==> src/rtl/avalon_loader_pkg.sv <==
// Shared types and default widths for the Avalon-MM RAM loader.
package avalon_loader_pkg;

  localparam int DEF_ADDR_W       = 10;
  localparam int DEF_DATA_W       = 32;
  localparam int DEF_LEN_W        = 11;
  localparam int DEF_READ_LATENCY = 1;
  localparam int DEF_FIFO_DEPTH   = 4;

  localparam logic [DEF_DATA_W/8-1:0] BE_ALL_ONES = '1;

  typedef enum logic [2:0] {
    IDLE,
    WRITE,
    READ,
    DRAIN,
    DONE
  } state_t;

endpackage

==> src/rtl/loader_sync_fifo.sv <==
// Small synchronous FIFO holding read-return data; pop_data shows the head entry.
module loader_sync_fifo #(
  parameter  int DATA_W = 32,
  parameter  int DEPTH  = 4,
  localparam int CNT_W  = $clog2(DEPTH + 1),
  localparam int PTR_W  = (DEPTH > 1) ? $clog2(DEPTH) : 1
) (
  input  logic              clk,
  input  logic              reset,
  input  logic              push,
  input  logic [DATA_W-1:0] push_data,
  input  logic              pop,
  output logic [DATA_W-1:0] pop_data,
  output logic              full,
  output logic              empty,
  output logic [CNT_W-1:0]  count
);

  logic [DATA_W-1:0] mem [DEPTH];
  logic [PTR_W-1:0]  wr_ptr;
  logic [PTR_W-1:0]  rd_ptr;
  logic [CNT_W-1:0]  cnt;
  logic              do_push;
  logic              do_pop;

  function automatic logic [PTR_W-1:0] ptr_inc(input logic [PTR_W-1:0] p);
    return (p == PTR_W'(DEPTH - 1)) ? '0 : p + 1'b1;
  endfunction

  // A push while full is only allowed when the head leaves on the same edge.
  assign do_push = push && (!full || pop);
  assign do_pop  = pop && !empty;

  // NOTE: storage is deliberately not reset; validity is defined only by the pointers and count.
  always_ff @(posedge clk) begin
    if (do_push) mem[wr_ptr] <= push_data;
  end

  // NOTE: sequential state uses non-blocking assignments so every register samples pre-edge values.
  always_ff @(posedge clk) begin
    if (reset) begin
      wr_ptr <= '0;
      rd_ptr <= '0;
      cnt    <= '0;
    end else begin
      if (do_push) wr_ptr <= ptr_inc(wr_ptr);
      if (do_pop)  rd_ptr <= ptr_inc(rd_ptr);
      case ({do_push, do_pop})
        2'b10:   cnt <= cnt + 1'b1;
        2'b01:   cnt <= cnt - 1'b1;
        default: cnt <= cnt;
      endcase
    end
  end

  assign pop_data = mem[rd_ptr];
  assign full     = (cnt == CNT_W'(DEPTH));
  assign empty    = (cnt == '0);
  assign count    = cnt;

endmodule

==> src/rtl/avalon_mm_ram_loader.sv <==
// Avalon-MM master that block-fills or block-dumps a fixed-latency on-chip RAM.
// Optional running checksum output enabled by defining LOADER_CHECKSUM_EN.
module avalon_mm_ram_loader
  import avalon_loader_pkg::*;
#(
  parameter int ADDR_W       = DEF_ADDR_W,
  parameter int DATA_W       = DEF_DATA_W,
  parameter int LEN_W        = DEF_LEN_W,
  parameter int READ_LATENCY = DEF_READ_LATENCY,
  parameter int FIFO_DEPTH   = DEF_FIFO_DEPTH
) (
  input  logic                clk,
  input  logic                reset,
  input  logic                cmd_valid,
  output logic                cmd_ready,
  input  logic                cmd_write,
  input  logic [ADDR_W-1:0]   cmd_addr,
  input  logic [LEN_W-1:0]    cmd_len,
  output logic                busy,
  output logic                done,
  input  logic                in_valid,
  output logic                in_ready,
  input  logic [DATA_W-1:0]   in_data,
  output logic                out_valid,
  input  logic                out_ready,
  output logic [DATA_W-1:0]   out_data,
`ifdef LOADER_CHECKSUM_EN
  output logic [DATA_W-1:0]   checksum,
`endif
  output logic [ADDR_W-1:0]   avm_address,
  output logic                avm_chipselect,
  output logic                avm_read,
  output logic                avm_write,
  output logic [DATA_W/8-1:0] avm_byteenable,
  output logic                avm_debugaccess,
  output logic                avm_clken,
  output logic [DATA_W-1:0]   avm_writedata,
  input  logic [DATA_W-1:0]   avm_readdata,
  input  logic                avm_waitrequest
);

  localparam int CNT_W = $clog2(FIFO_DEPTH + 1);

  state_t                  state;
  state_t                  state_nxt;
  logic [ADDR_W-1:0]       addr_q;
  logic [LEN_W-1:0]        rem_q;
  logic [CNT_W-1:0]        inflight_q;
  logic [CNT_W-1:0]        fifo_count;
  logic [READ_LATENCY-1:0] vld_sr;
  logic                    cmd_fire;
  logic                    wr_beat;
  logic                    rd_accept;
  logic                    rd_push;
  logic                    fifo_pop;
  logic                    fifo_empty;
  logic                    fifo_full;
  logic                    credit_ok;
  logic                    last_word;

  assign cmd_fire  = (state == IDLE) && cmd_valid;
  assign last_word = (rem_q == LEN_W'(1));

  // Credits count both buffered words and reads still in the slave pipeline.
  assign credit_ok = !fifo_full &&
                     (({1'b0, fifo_count} + {1'b0, inflight_q}) < (CNT_W + 1)'(FIFO_DEPTH));

  assign in_ready  = (state == WRITE) && !avm_waitrequest;
  assign avm_write = (state == WRITE) && in_valid;
  assign wr_beat   = avm_write && !avm_waitrequest;
  assign avm_read  = (state == READ) && (rem_q != '0) && credit_ok;
  assign rd_accept = avm_read && !avm_waitrequest;
  assign rd_push   = vld_sr[READ_LATENCY-1];

  assign avm_address     = addr_q;
  assign avm_chipselect  = avm_read || avm_write;
  assign avm_debugaccess = avm_write;
  assign avm_byteenable  = {(DATA_W/8){1'b1}};
  assign avm_clken       = 1'b1;
  assign avm_writedata   = in_data;

  // NOTE: every output of this block gets a default first, so no path can infer a latch.
  always_comb begin
    state_nxt = state;
    cmd_ready = 1'b0;
    busy      = 1'b1;
    done      = 1'b0;
    case (state)
      IDLE: begin
        cmd_ready = 1'b1;
        busy      = 1'b0;
        if (cmd_valid) begin
          if (cmd_len == '0) state_nxt = DONE;
          else if (cmd_write) state_nxt = WRITE;
          else state_nxt = READ;
        end
      end
      WRITE: if (wr_beat && last_word) state_nxt = DONE;
      READ:  if (rd_accept && last_word) state_nxt = DRAIN;
      DRAIN: if ((inflight_q == '0) && fifo_empty) state_nxt = DONE;
      DONE: begin
        done      = 1'b1;
        state_nxt = IDLE;
      end
      default: state_nxt = IDLE;
    endcase
  end

  always_ff @(posedge clk) begin
    if (reset) begin
      state      <= IDLE;
      addr_q     <= '0;
      rem_q      <= '0;
      inflight_q <= '0;
      vld_sr     <= '0;
    end else begin
      state <= state_nxt;
      if (cmd_fire) begin
        addr_q <= cmd_addr;
        rem_q  <= cmd_len;
      end else if (wr_beat || rd_accept) begin
        addr_q <= addr_q + 1'b1;
        rem_q  <= rem_q - 1'b1;
      end
      vld_sr[0] <= rd_accept;
      for (int i = 1; i < READ_LATENCY; i++) vld_sr[i] <= vld_sr[i-1];
      case ({rd_accept, rd_push})
        2'b10:   inflight_q <= inflight_q + 1'b1;
        2'b01:   inflight_q <= inflight_q - 1'b1;
        default: inflight_q <= inflight_q;
      endcase
    end
  end

  assign out_valid = !fifo_empty;
  assign fifo_pop  = out_valid && out_ready;

  loader_sync_fifo #(
    .DATA_W (DATA_W),
    .DEPTH  (FIFO_DEPTH)
  ) u_fifo (
    .clk       (clk),
    .reset     (reset),
    .push      (rd_push),
    .push_data (avm_readdata),
    .pop       (fifo_pop),
    .pop_data  (out_data),
    .full      (fifo_full),
    .empty     (fifo_empty),
    .count     (fifo_count)
  );

`ifdef LOADER_CHECKSUM_EN
  logic [DATA_W-1:0] sum_q;

  // Write beats and stream pops never coincide: the FIFO only fills during reads.
  always_ff @(posedge clk) begin
    if (reset || cmd_fire) sum_q <= '0;
    else if (wr_beat)      sum_q <= sum_q + in_data;
    else if (fifo_pop)     sum_q <= sum_q + out_data;
  end

  assign checksum = sum_q;
`endif

endmodule

==> config.mk <==
export PLATFORM = sky130hd
export DESIGN_NAME = avalon_mm_ram_loader
export DESIGN_NICKNAME = d
export VERILOG_FILES = /design/src/rtl/avalon_loader_pkg.sv /design/src/rtl/loader_sync_fifo.sv /design/src/rtl/avalon_mm_ram_loader.sv
export SDC_FILE = /design/constraint.sdc
export NUM_CORES = 1
export LEC_CHECK = 0
export BUFFER_PORTS_ARGS = -buffer_cell sky130_fd_sc_hd__buf_2
export CAP_MARGIN = 10
export CORE_MARGIN = 2
export CORE_UTILIZATION = 53
export DETAILED_ROUTE_END_ITERATION = 8
export GPL_ROUTABILITY_DRIVEN = 1
export PLACE_DENSITY_LB_ADDON = 0.3
export SLEW_MARGIN = 5
export SYNTH_ARGS = -nofsm -noshare
export SYNTH_HDL_FRONTEND = slang
export SYNTH_SLANG_ARGS = --single-unit
==> constraint.sdc <==
create_clock -name clk -period 3.6 [get_ports clk]
set_clock_uncertainty 0.2 [all_clocks]
set_input_delay 0.18 -clock clk [delete_from_list [all_inputs] [get_ports clk]]
set_output_delay 0.18 -clock clk [all_outputs]
set_load 0.03 [all_outputs]
# Yosys cells after proc, flatten, opt, wreduce, memory -nomap -nowiden
# Memory sizes are Yosys's and may differ from the RTL's. A register that Yosys moved wholly into a read port is not among the register bits.
# Cells that the tools add are included.
# word_totals
register_bits,35
ramBits,128
inputBits,92
output_inout_bits,88
wordCells,86
mem_count,1
# mem_list
memory,words,width,read_ports,rd_clocked_by_memory_dff,wr,line,rtl
u_fifo.mem,4,32,1,1,1,loader_sync_fifo.sv:19,logic [DATA_W-1:0] mem [DEPTH];
# op_classes
n_addsub,9
order_cmp,1
eq_ne,16
n_mux,22
reduce_logical,29
# op_table
operator,count
$mux 11,2
$mux 10,2
$mux 3,5
$logic_and 1x1->1,14
$pmux 3 s2,2
$pmux 3 s4,1
$eq 11x1->1 const B,1
$logic_not 11->1,1
$reduce_bool 11->1,1
$sub 11x1->11 const B,1
$add 10x1->10 const B,1
$mux 2,5
$logic_not 3->1,3
$eq 2x2->1 const B,4
$add 3x1->3 const B,2
$eq 3x2->1 const B,2
$eq 3x3->1 const B,2
$reduce_bool 2->1,3
$sub 3x1->3 const B,2
$mux 1,5
$add 2x1->2 const B,2
$add 3x3->4,1
$eq 2x1->1 const B,2
$lt 4x3->1 const B,1
other kinds (6),12

# Longest topological paths before layout
# Gate-level depths: netlist of run 1.
# logic_depth
word_depth,8
mapped_depth,11
ltp_nobuf,10

# Hierarchy
# From an unflattened synthesis of run 1, not the netlist that was laid out.
# hier_totals
hier_cells,476
area_unflattened_um2,7264.5
# by_module_without_submodules
module,n_inst,cells_each,area_per_inst_um2,seq_area_each_um2
loader_sync_fifo,1,219,5094.9,4023.9
avalon_mm_ram_loader,1,257,2169.6,560.5

# Worst setup path after synthesis of run 1
# OpenSTA, ideal clock, no wires.
# synth_path
kind,reg-to-reg
startpoint,register state[1]
endpoint,register rem_q[1]
setup_time_ns,0.103
arrival_time_ns,2.482
t_required_ns,3.297
path_slack_ns,0.815
stages_incl_launch_ff,7
n_path_buf,1
period_less_slack_ns,2.785
cell_sequence,dfxtp_1 -> nor4bb_1 -> nand2b_1 -> o31ai_4 -> buf_6 -> nor3_1 -> a2111oi_2
# synth_between
elab_cells_between_ends,12
cone_classes,eq/ne: 2; mux: 1; reduce/logical: 9
# synth_rtl
item,line,rtl
from (decl),avalon_mm_ram_loader.sv:44,state_t state;
from (signal assigned),avalon_mm_ram_loader.sv:117,state <= state_nxt;
$eq 3x1->1,avalon_mm_ram_loader.sv:69,assign avm_write = (state == WRITE) && in_valid;
$logic_and 1x1->1,avalon_mm_ram_loader.sv:69,
via avm_debugaccess,avalon_mm_ram_loader.sv:35,"output logic avm_debugaccess,"
$logic_and 1x1->1,avalon_mm_ram_loader.sv:70,assign wr_beat = avm_write && !avm_waitrequest;
$logic_or 1x1->1,avalon_mm_ram_loader.sv:121,end else if (wr_beat || rd_accept) begin
$reduce_bool 2->1 (no source line),-,
to (signal assigned),avalon_mm_ram_loader.sv:120,rem_q <= cmd_len;
to (signal assigned),avalon_mm_ram_loader.sv:123,rem_q <= rem_q - 1'b1;
to (decl),avalon_mm_ram_loader.sv:47,logic [LEN_W-1:0] rem_q;
# The timed path passes the listed nets, and every way through them passes these cells.
# A chain may end at the register's enable or synchronous reset.

# Worst setup path after layout of run 1
# layout_path
startpoint,register rem_q[2]
endpoint,register inflight_q[2]
# layout_between
elab_chain_len,6
elab_cells_between_ends,8
cone_classes,eq/ne: 2; mux: 1; reduce/logical: 5
# layout_rtl
item,line,rtl
$reduce_bool 11->1 *,avalon_mm_ram_loader.sv:71,assign avm_read = (state == READ) && (rem_q != '0) && credit_ok;
$logic_and 1x1->1 * (2 in series),avalon_mm_ram_loader.sv:71,
$logic_and 1x1->1 *,avalon_mm_ram_loader.sv:72,assign rd_accept = avm_read && !avm_waitrequest;
$eq 2x1->1 / $eq 2x2->1 (equally long branches),avalon_mm_ram_loader.sv:127,"case ({rd_accept, rd_push})"
$pmux 3 s2 / $reduce_bool 2->1 (equally long branches),-,
to (signal assigned),avalon_mm_ram_loader.sv:128,2'b10: inflight_q <= inflight_q + 1'b1;
to (signal assigned),avalon_mm_ram_loader.sv:129,2'b01: inflight_q <= inflight_q - 1'b1;
to (signal assigned),avalon_mm_ram_loader.sv:130,default: inflight_q <= inflight_q;
to (decl),avalon_mm_ram_loader.sv:48,logic [CNT_W-1:0] inflight_q;
# Every way passes the cells marked *; elsewhere a longest branch is shown, timed or not.

==> metrics.cfg, run 1 <==
[drt]
first_pass_iters = 4
antenna_left = 0
vias = 4497
drt-initial-drc-count = 296
drc = 0
wl_per_cell_um = 19.1
routed_wl_um = 15300
viasPerCell = 5.60

[worst_setup_path]
cp_max_fo = 6
worstPathRequired_ns = 3.75
cp.arrival_ns = 3.07
crit_path_end_kind = register
cpPeakStageDelay_ns = 0.50
worstPathCellList = nor4_1 -> and4_4 -> or3_1 -> ha_1 -> inv_1 -> fa_1 -> xor2_1 -> or3_1 -> a21oi_1
r2r-start = rem_q[2]$_SDFFE_PP0P_
crit_path_top_delay_cell = nor4_1
cpMostUsedCell = or3_1
rr_endpoint = inflight_q[2]$_SDFFE_PP0P_
critPathKind = reg -> reg
reg2reg_depth = 9
critPathLaunchType = register
reg2reg_slack_ns = 0.68

[sta]
maxSlewViolCount = 0
setup_viol = 0
final.setup.tns_ns = 0
worstMarginPinSlew_ns = 0.875
hold_viol = 0
max_freq_ghz = 0.343
period_minus_slack_ns = 2.92
rsz0062_at_grt = no
maxSlewHeadroom_pct = 41.7
finalCritPeriodShare_pct = 81.1

[floorplanning]
dieArea_sq_mm = 0.0145
coreArea_sq_mm = 0.0132
rows = 42
num_io_pins = 180
die_h_um = 120
start_util_pct = 54.1
floorplan.die.width_um = 120

[cells_and_area]
nets = 721
diodes = 0
layout-drive-gt1-share_pct = 30.8
areaGrowthSynthToFinish_pct = 23.5
nFillCells = 949

[synthesis]
syn_area_per_cell_sq_um = 15.0
synthArstFlopShare_pct = 0
netlist_area_sq_mm = 0.00716
ys.flop_type = edfxtp_1
synth_seq_cells = 165
synth_edf_count = 128
yosysWarnings = 0
synth_seq_area_share_pct = 64.0
synth_cell_types = 57
netlist_instances = 479

[power_and_ir_drop]
max-vdd-ir-drop_mv = 0.326
leakage_nw = 3.21
power_mw = 5.03
powerDensity_mw_per_mm2 = 568

[global_route]
grt_pass1_vias = 4823
grt_max_degree = 36
grt-ovfl-total = 0
antenna_found_initial = 0
track_usage_pct = 22.5
grt_pass1_wl_um = 24800

[cts]
clkLatencyLatePin_ns = 0.42
clockBufferDepth = 2
cts.sinks = 165
clkTransAtPathRegs_ns = 0.07
cts_made_buffers = 17
cts_tree = done
cts-root-buf = clkbuf_16
htree_levels = 4
post_cts_buffers = 0
holdBufCountCts = 57
ctsResizeCount = 0

[hold_path]
hold_class = in -> reg
hp-start = avm_waitrequest
worstHoldEndpoint = rd_push$_SDFF_PP0_
hold_depth = 3

[place]
place_congestion = 0.786
dp_hpwl_um = 9100
io_buffers = 110

[outcome]
status = complete, no violations

[job]
drv_cap = 0

[critical path: cells and delay by family, from the launching register on]
family                   cells  cell delay, ns
AO/OA/AOI/OAI                1            0.14
adder cells (fa/ha/maj)      2            0.58
AND/OR/NAND/NOR              4            1.34
buffers and inverters        1            0.06
flip-flops                   1            0.35
XOR/XNOR                     1            0.16
[metal layers]
| layer | part of all wire (%) | vias up | global-route usage (%) |
|---|---|---|---|
| met2 | 53 | 180 | 39.4 |
| met1 | 39 | 2205 | 27.5 |
| met5 | 0 | - | 0 |
| li1 | - | 2077 | - |
| met3 | 5.9 | 35 | 4.95 |
| met4 | 2.1 | 0 | 8.28 |
[per-stage QoR]
stage | worst slack [ns] | utilization (%) | hold slack (ns) | instance area, sq um | instances
2_1_floorplan | 0.815 | - | 0.0789 | 7180 | 483
3_3_place_gp | 0.796 | 57.4 | 0.160 | 7600 | 714
3_5_place_dp | 0.695 | 57.4 | 0.160 | 7600 | 714
4_1_cts | 0.697 | 66.8 | 0.0415 | 8850 | 803
5_1_grt | 0.381 | 66.8 | 0.0935 | 8850 | 803
6_report | 0.681 | 66.8 | 0.0603 | 8850 | 803
[cell type report]
class | count | area [sq um] | area share [%]
Clock buffer | 18 | 429 | 4.85
Multi-Input combinational cell | 239 | 2140 | 24.1
Inverter | 21 | 78.8 | 0.891
Clock inverter | 14 | 255 | 2.88
Tap cell | 176 | 220 | 2.49
Timing Repair Buffer | 170 | 1140 | 12.9
Sequential cell | 165 | 4590 | 51.8
[cells by family (layout without fill, tap and decap cells)]
| family | after synthesis | in the layout | synth area share [%] |
|---|---|---|---|
| buffers and inverters | 79 | 223 | 6.46 |
| adder cells (fa/ha/maj) | 15 | 15 | 2.83 |
| XOR/XNOR | 5 | 5 | 0.611 |
| AO/OA/AOI/OAI | 64 | 64 | 6.51 |
| flip-flops | 165 | 165 | 64.0 |
| AND/OR/NAND/NOR | 112 | 112 | 8.63 |
| other | 1 | 5 | 0.0523 |
| multiplexers | 38 | 38 | 10.9 |
[Yosys cell counts (3+ instances only)]
master | n | share of area (%)
edfxtp_1 | 128 | 54
buf_4 | 38 | 4.0
dfxtp_1 | 37 | 10
mux4_2 | 32 | 10
nor2_1 | 27 | 1.4
inv_1 | 21 | 1.1
nand2_1 | 21 | 1.1
a21oi_1 | 15 | 1.0
ha_1 | 13 | 2.3
and3_1 | 10 | 0.87
clkbuf_1 | 9 | 0.47
nor3_1 | 9 | 0.63
o21ai_0 | 9 | 0.63
a311oi_1 | 7 | 0.86
and2_1 | 7 | 0.61
buf_2 | 7 | 0.49
nor4_1 | 7 | 0.61
nand2b_1 | 6 | 0.52
or3_1 | 6 | 0.52
a22oi_1 | 5 | 0.52
mux2i_1 | 5 | 0.70
a31oi_1 | 4 | 0.35
nand4_1 | 4 | 0.35
o22ai_1 | 4 | 0.35
xor2_1 | 4 | 0.49
nand3_1 | 3 | 0.21
[sequential cells by signal, summed over array words and instances, names as in the netlist, named ones only]
| name | count |
|---|---|
| u_fifo.wr_ptr | 2 |
| state | 3 |
| u_fifo.rd_ptr | 2 |
| rem_q | 11 |
| u_fifo.count | 3 |
| u_fifo.mem | 128 |
| inflight_q | 3 |
| avm_address | 10 |
| rd_push | 1 |
[power by group]
| group | total (mW) | switching (mW) | leakage [nW] | internal, mW |
|---|---|---|---|---|
| registers | 2.19 | 0.0757 | 1.46 | 2.12 |
| clock network | 2.09 | 0.718 | 0.326 | 1.37 |
| logic | 0.750 | 0.444 | 1.43 | 0.305 |
| total | 5.03 | 1.24 | 3.21 | 3.79 |
[worst max path at each step]
stage / start / to / slack (ns) / depth (start not counted)
CTS: rem_q[7]$_SDFFE_PP0P_ / inflight_q[2]$_SDFFE_PP0P_ / 0.70 / 9
detailed placement: rem_q[7]$_SDFFE_PP0P_ / inflight_q[2]$_SDFFE_PP0P_ / 0.70 / 9
floorplan: state[1]$_SDFFE_PP0P_ / rem_q[1]$_SDFFE_PP0P_ / 0.81 / 6
global route: rem_q[2]$_SDFFE_PP0P_ / inflight_q[2]$_SDFFE_PP0P_ / 0.38 / 9
global placement: rem_q[7]$_SDFFE_PP0P_ / inflight_q[2]$_SDFFE_PP0P_ / 0.80 / 9
finish: rem_q[2]$_SDFFE_PP0P_ / inflight_q[2]$_SDFFE_PP0P_ / 0.68 / 9
[cells in the final DEF, fill, tap and decap left out, types with 3 or more instances in the layout]
cell type and n:
edfxtp_1 128, buf_2 110, dlygate4sd3_1 57, dfxtp_1 35, mux4_2 32, nor2_1 27, nand2_1 21, inv_1 21
clkbuf_16 17, a21oi_1 15, ha_1 13, and3_1 10, nor3_1 9, o21ai_0 9, nor4_1 7, a311oi_1 7
bufinv_16 7, or3_1 6, nand2b_1 6, mux2i_1 5, a22oi_1 5, conb_1 5, and2_2 4, a31oi_1 4
nand4_1 4, o22ai_1 4, xor2_1 4, nand3_1 3, and2_1 3, buf_4 3
(Power assumes the default switching activity.)
==> inputs of run 2 (changes only) <==
--- a/config.mk
+++ b/config.mk
@@ -8,7 +8,7 @@
 export BUFFER_PORTS_ARGS = -buffer_cell sky130_fd_sc_hd__buf_2
 export CAP_MARGIN = 10
 export CORE_MARGIN = 2
-export CORE_UTILIZATION = 53
+export CORE_UTILIZATION = 48
 export DETAILED_ROUTE_END_ITERATION = 8
 export GPL_ROUTABILITY_DRIVEN = 1
 export PLACE_DENSITY_LB_ADDON = 0.3
==> constraint.sdc (replaced) <==
create_clock -name clk -period 2.6 [get_ports clk]
set_clock_uncertainty 0.2 [all_clocks]
set_input_delay 0.13 -clock clk [delete_from_list [all_inputs] [get_ports clk]]
set_output_delay 0.13 -clock clk [all_outputs]
set_load 0.03 [all_outputs]
==> metrics.cfg, run 2 (synthesized netlist as in run 1, its figures left out) <==
[drt]
wl_per_cell_um = 17.7  ; was 19.1 um
drc = 0  ; unchanged
vias = 4513  ; was 4497
first_pass_iters = 4  ; unchanged
viasPerCell = 5.48  ; was 5.60
drt-initial-drc-count = 308  ; was 296
routed_wl_um = 14600  ; was 15300 um
antenna_left = 0  ; unchanged

[worst_setup_path]
crit_path_end_kind = register  ; unchanged
worstPathCellList = ha_4 -> nor4b_4 -> nand4_2 -> or3_4 -> ha_4 -> inv_2 -> fa_2 -> xor2_1 -> or3_1 -> a21oi_1  ; was nor4_1 -> and4_4 -> or3_1 -> ha_1 -> inv_1 -> fa_1 -> xor2_1 -> or3_1 -> a21oi_1
cpMostUsedCell = ha_4  ; was or3_1
critPathKind = reg -> reg  ; unchanged
reg2reg_depth = 10  ; was 9
cp.arrival_ns = 2.71  ; was 3.07 ns
rr_endpoint = inflight_q[2]$_SDFFE_PP0P_  ; unchanged
critPathLaunchType = register  ; unchanged
r2r-start = u_fifo.count[2]$_SDFFE_PP0P_  ; was rem_q[2]$_SDFFE_PP0P_
cp_max_fo = 6  ; unchanged
worstPathRequired_ns = 2.75  ; was 3.75 ns
cpPeakStageDelay_ns = 0.41  ; was 0.50 ns
reg2reg_slack_ns = 0.04  ; was 0.68 ns
crit_path_top_delay_cell = or3_4  ; was nor4_1

[sta]
fin_hold_ws_ns = 0.0223  ; was 0.0603 ns
setup_viol = 0  ; unchanged
hold_viol = 0  ; unchanged
finalCritPeriodShare_pct = 98.4  ; was 81.1%
maxSlewHeadroom_pct = 40.7  ; was 41.7%
worstMarginPinSlew_ns = 0.889  ; was 0.875 ns
setup_ws_ns = 0.0408  ; was 0.681 ns
final.setup.tns_ns = 0  ; unchanged
period_minus_slack_ns = 2.56  ; was 2.92 ns
maxSlewViolCount = 0  ; unchanged
rsz0062_at_grt = yes  ; was no
max_freq_ghz = 0.391  ; was 0.343 GHz

[cts]
cts.sinks = 165  ; unchanged
clkLatencyLatePin_ns = 0.43  ; was 0.42 ns
clkTransAtPathRegs_ns = 0.07  ; about the same
htree_levels = 4  ; unchanged
cts_tree = done  ; unchanged
cts_made_buffers = 17  ; unchanged
cts-root-buf = clkbuf_16  ; unchanged
clockBufferDepth = 2  ; unchanged

[place]
post-place-ws_ns = -0.0416  ; was 0.695 ns
placed_area_sq_mm = 0.00776  ; was 0.00760 sq mm
dp_hpwl_um = 9090  ; was 9100 um
dp.cells = 732  ; was 714
place_congestion = 0.815  ; was 0.786
io_buffers = 110  ; unchanged

[outcome]
status = complete, no violations  ; unchanged

[global_route]
antenna_found_initial = 1  ; was 0
grt_max_degree = 36  ; unchanged
grt_pass1_vias = 4598  ; was 4823
track_usage_pct = 19.0  ; was 22.5%
grt-ovfl-total = 0  ; unchanged
grt_pass1_wl_um = 23400  ; was 24800 um

[cells_and_area]
fin_util_pct = 61.5  ; was 66.8%
areaGrowthSynthToFinish_pct = 24.8  ; was 23.5%
final_common_cell = edfxtp_1  ; unchanged
final_area_sq_mm = 0.00894  ; was 0.00885 sq mm
largest_reg_flops = 128  ; unchanged
layout-drive-gt1-share_pct = 34.6  ; was 30.8%
nets = 732  ; was 721
layout.cells.non_filler = 823  ; was 803
top_register = u_fifo.mem  ; unchanged
final_cell_mix = edfxtp_1 (128), buf_2 (110), dlygate4sd3_1 (57)  ; unchanged

[power_and_ir_drop]
powerDensity_mw_per_mm2 = 738  ; was 568 mW/mm^2
power_mw = 6.60  ; was 5.03 mW
leakage_nw = 3.22  ; was 3.21 nW
max-vdd-ir-drop_mv = 0.488  ; was 0.326 mV

[hold_path]
worstHoldEndpoint = rd_push$_SDFF_PP0_  ; unchanged
hp-start = avm_waitrequest  ; unchanged
hold_depth = 4  ; was 3
hold_class = in -> reg  ; unchanged

[floorplanning]
coreArea_sq_mm = 0.0145  ; was 0.0132 sq mm
start_util_pct = 49.3  ; was 54.1%
dieArea_sq_mm = 0.0159  ; was 0.0145 sq mm
rows = 44  ; was 42
floorplan.die.width_um = 126  ; was 120 um
die_h_um = 126  ; was 120 um
num_io_pins = 180  ; unchanged

[job]
drv_cap = 0  ; unchanged

==> run 2: power by group <==
part | switching, mW | internal, mW
sequential | 0.0849 | 2.93
clock | 1.04 | 1.42
combinational | 0.647 | 0.479
==> run 2: area by class of cell <==
type / instances / area (sq um)
Sequential cell: 165 / 4600
Inverter: 21 / 78.8
Tap cell: 184 / 230
Antenna cell: 1 / 2.50
Timing Repair Buffer: 181 / 1250
Clock buffer: 18 / 429
Clock inverter: 14 / 150
Multi-Input combinational cell: 239 / 2200
Fill cell: 1078 / 5590
==> run 2: how the worst max path moves through the flow <==
| stage | startpoint | endpoint | slack [ns] | depth (start not counted) |
|---|---|---|---|---|
| final | u_fifo.count[2]$_SDFFE_PP0P_ | inflight_q[2]$_SDFFE_PP0P_ | 0.04 | 10 |
| after global routing | u_fifo.count[2]$_SDFFE_PP0P_ | inflight_q[2]$_SDFFE_PP0P_ | -0.04 | 10 |
| after CTS | u_fifo.count[2]$_SDFFE_PP0P_ | inflight_q[2]$_SDFFE_PP0P_ | 0.002 | 10 |
| after detailed placement | rem_q[3]$_SDFFE_PP0P_ | inflight_q[2]$_SDFFE_PP0P_ | -0.04 | 9 |
| after global placement | rem_q[3]$_SDFFE_PP0P_ | inflight_q[2]$_SDFFE_PP0P_ | 0.06 | 9 |
| after floorplan | u_fifo.count[2]$_SDFFE_PP0P_ | inflight_q[2]$_SDFFE_PP0P_ | 0.009 | 11 |
==> run 2: worst max-delay path, delay by kind of cell (launching register included) <==
kind / cells / cell delay (ns)
xor+xnor: 1 / 0.07
fa+ha+maj: 3 / 0.61
simple gates: 4 / 1.07
compound gates: 1 / 0.12
buf+inv: 1 / 0.05
flops: 1 / 0.36
==> run 2: timing repair <==
action / in CTS / in global routing
resized for setup: 2 / 6
hold endpoints to repair: 160 / 0
buffers inserted: 0 / 1
setup endpoints to repair: 1 / 3
cloned: 0 / 0
hold buffers: 57 / 0
pin swaps: 0 / 3
==> run 2: layer usage <==
| metal | global-route usage (%) | up-vias | wire length (um) |
|---|---|---|---|
| met4 | 6.66 | 0 | 350 |
| met5 | 0 | - | 0 |
| met3 | 5.61 | 39 | 815 |
| li1 | - | 2103 | - |
| met1 | 22.9 | 2214 | 6060 |
| met2 | 32.7 | 157 | 7350 |
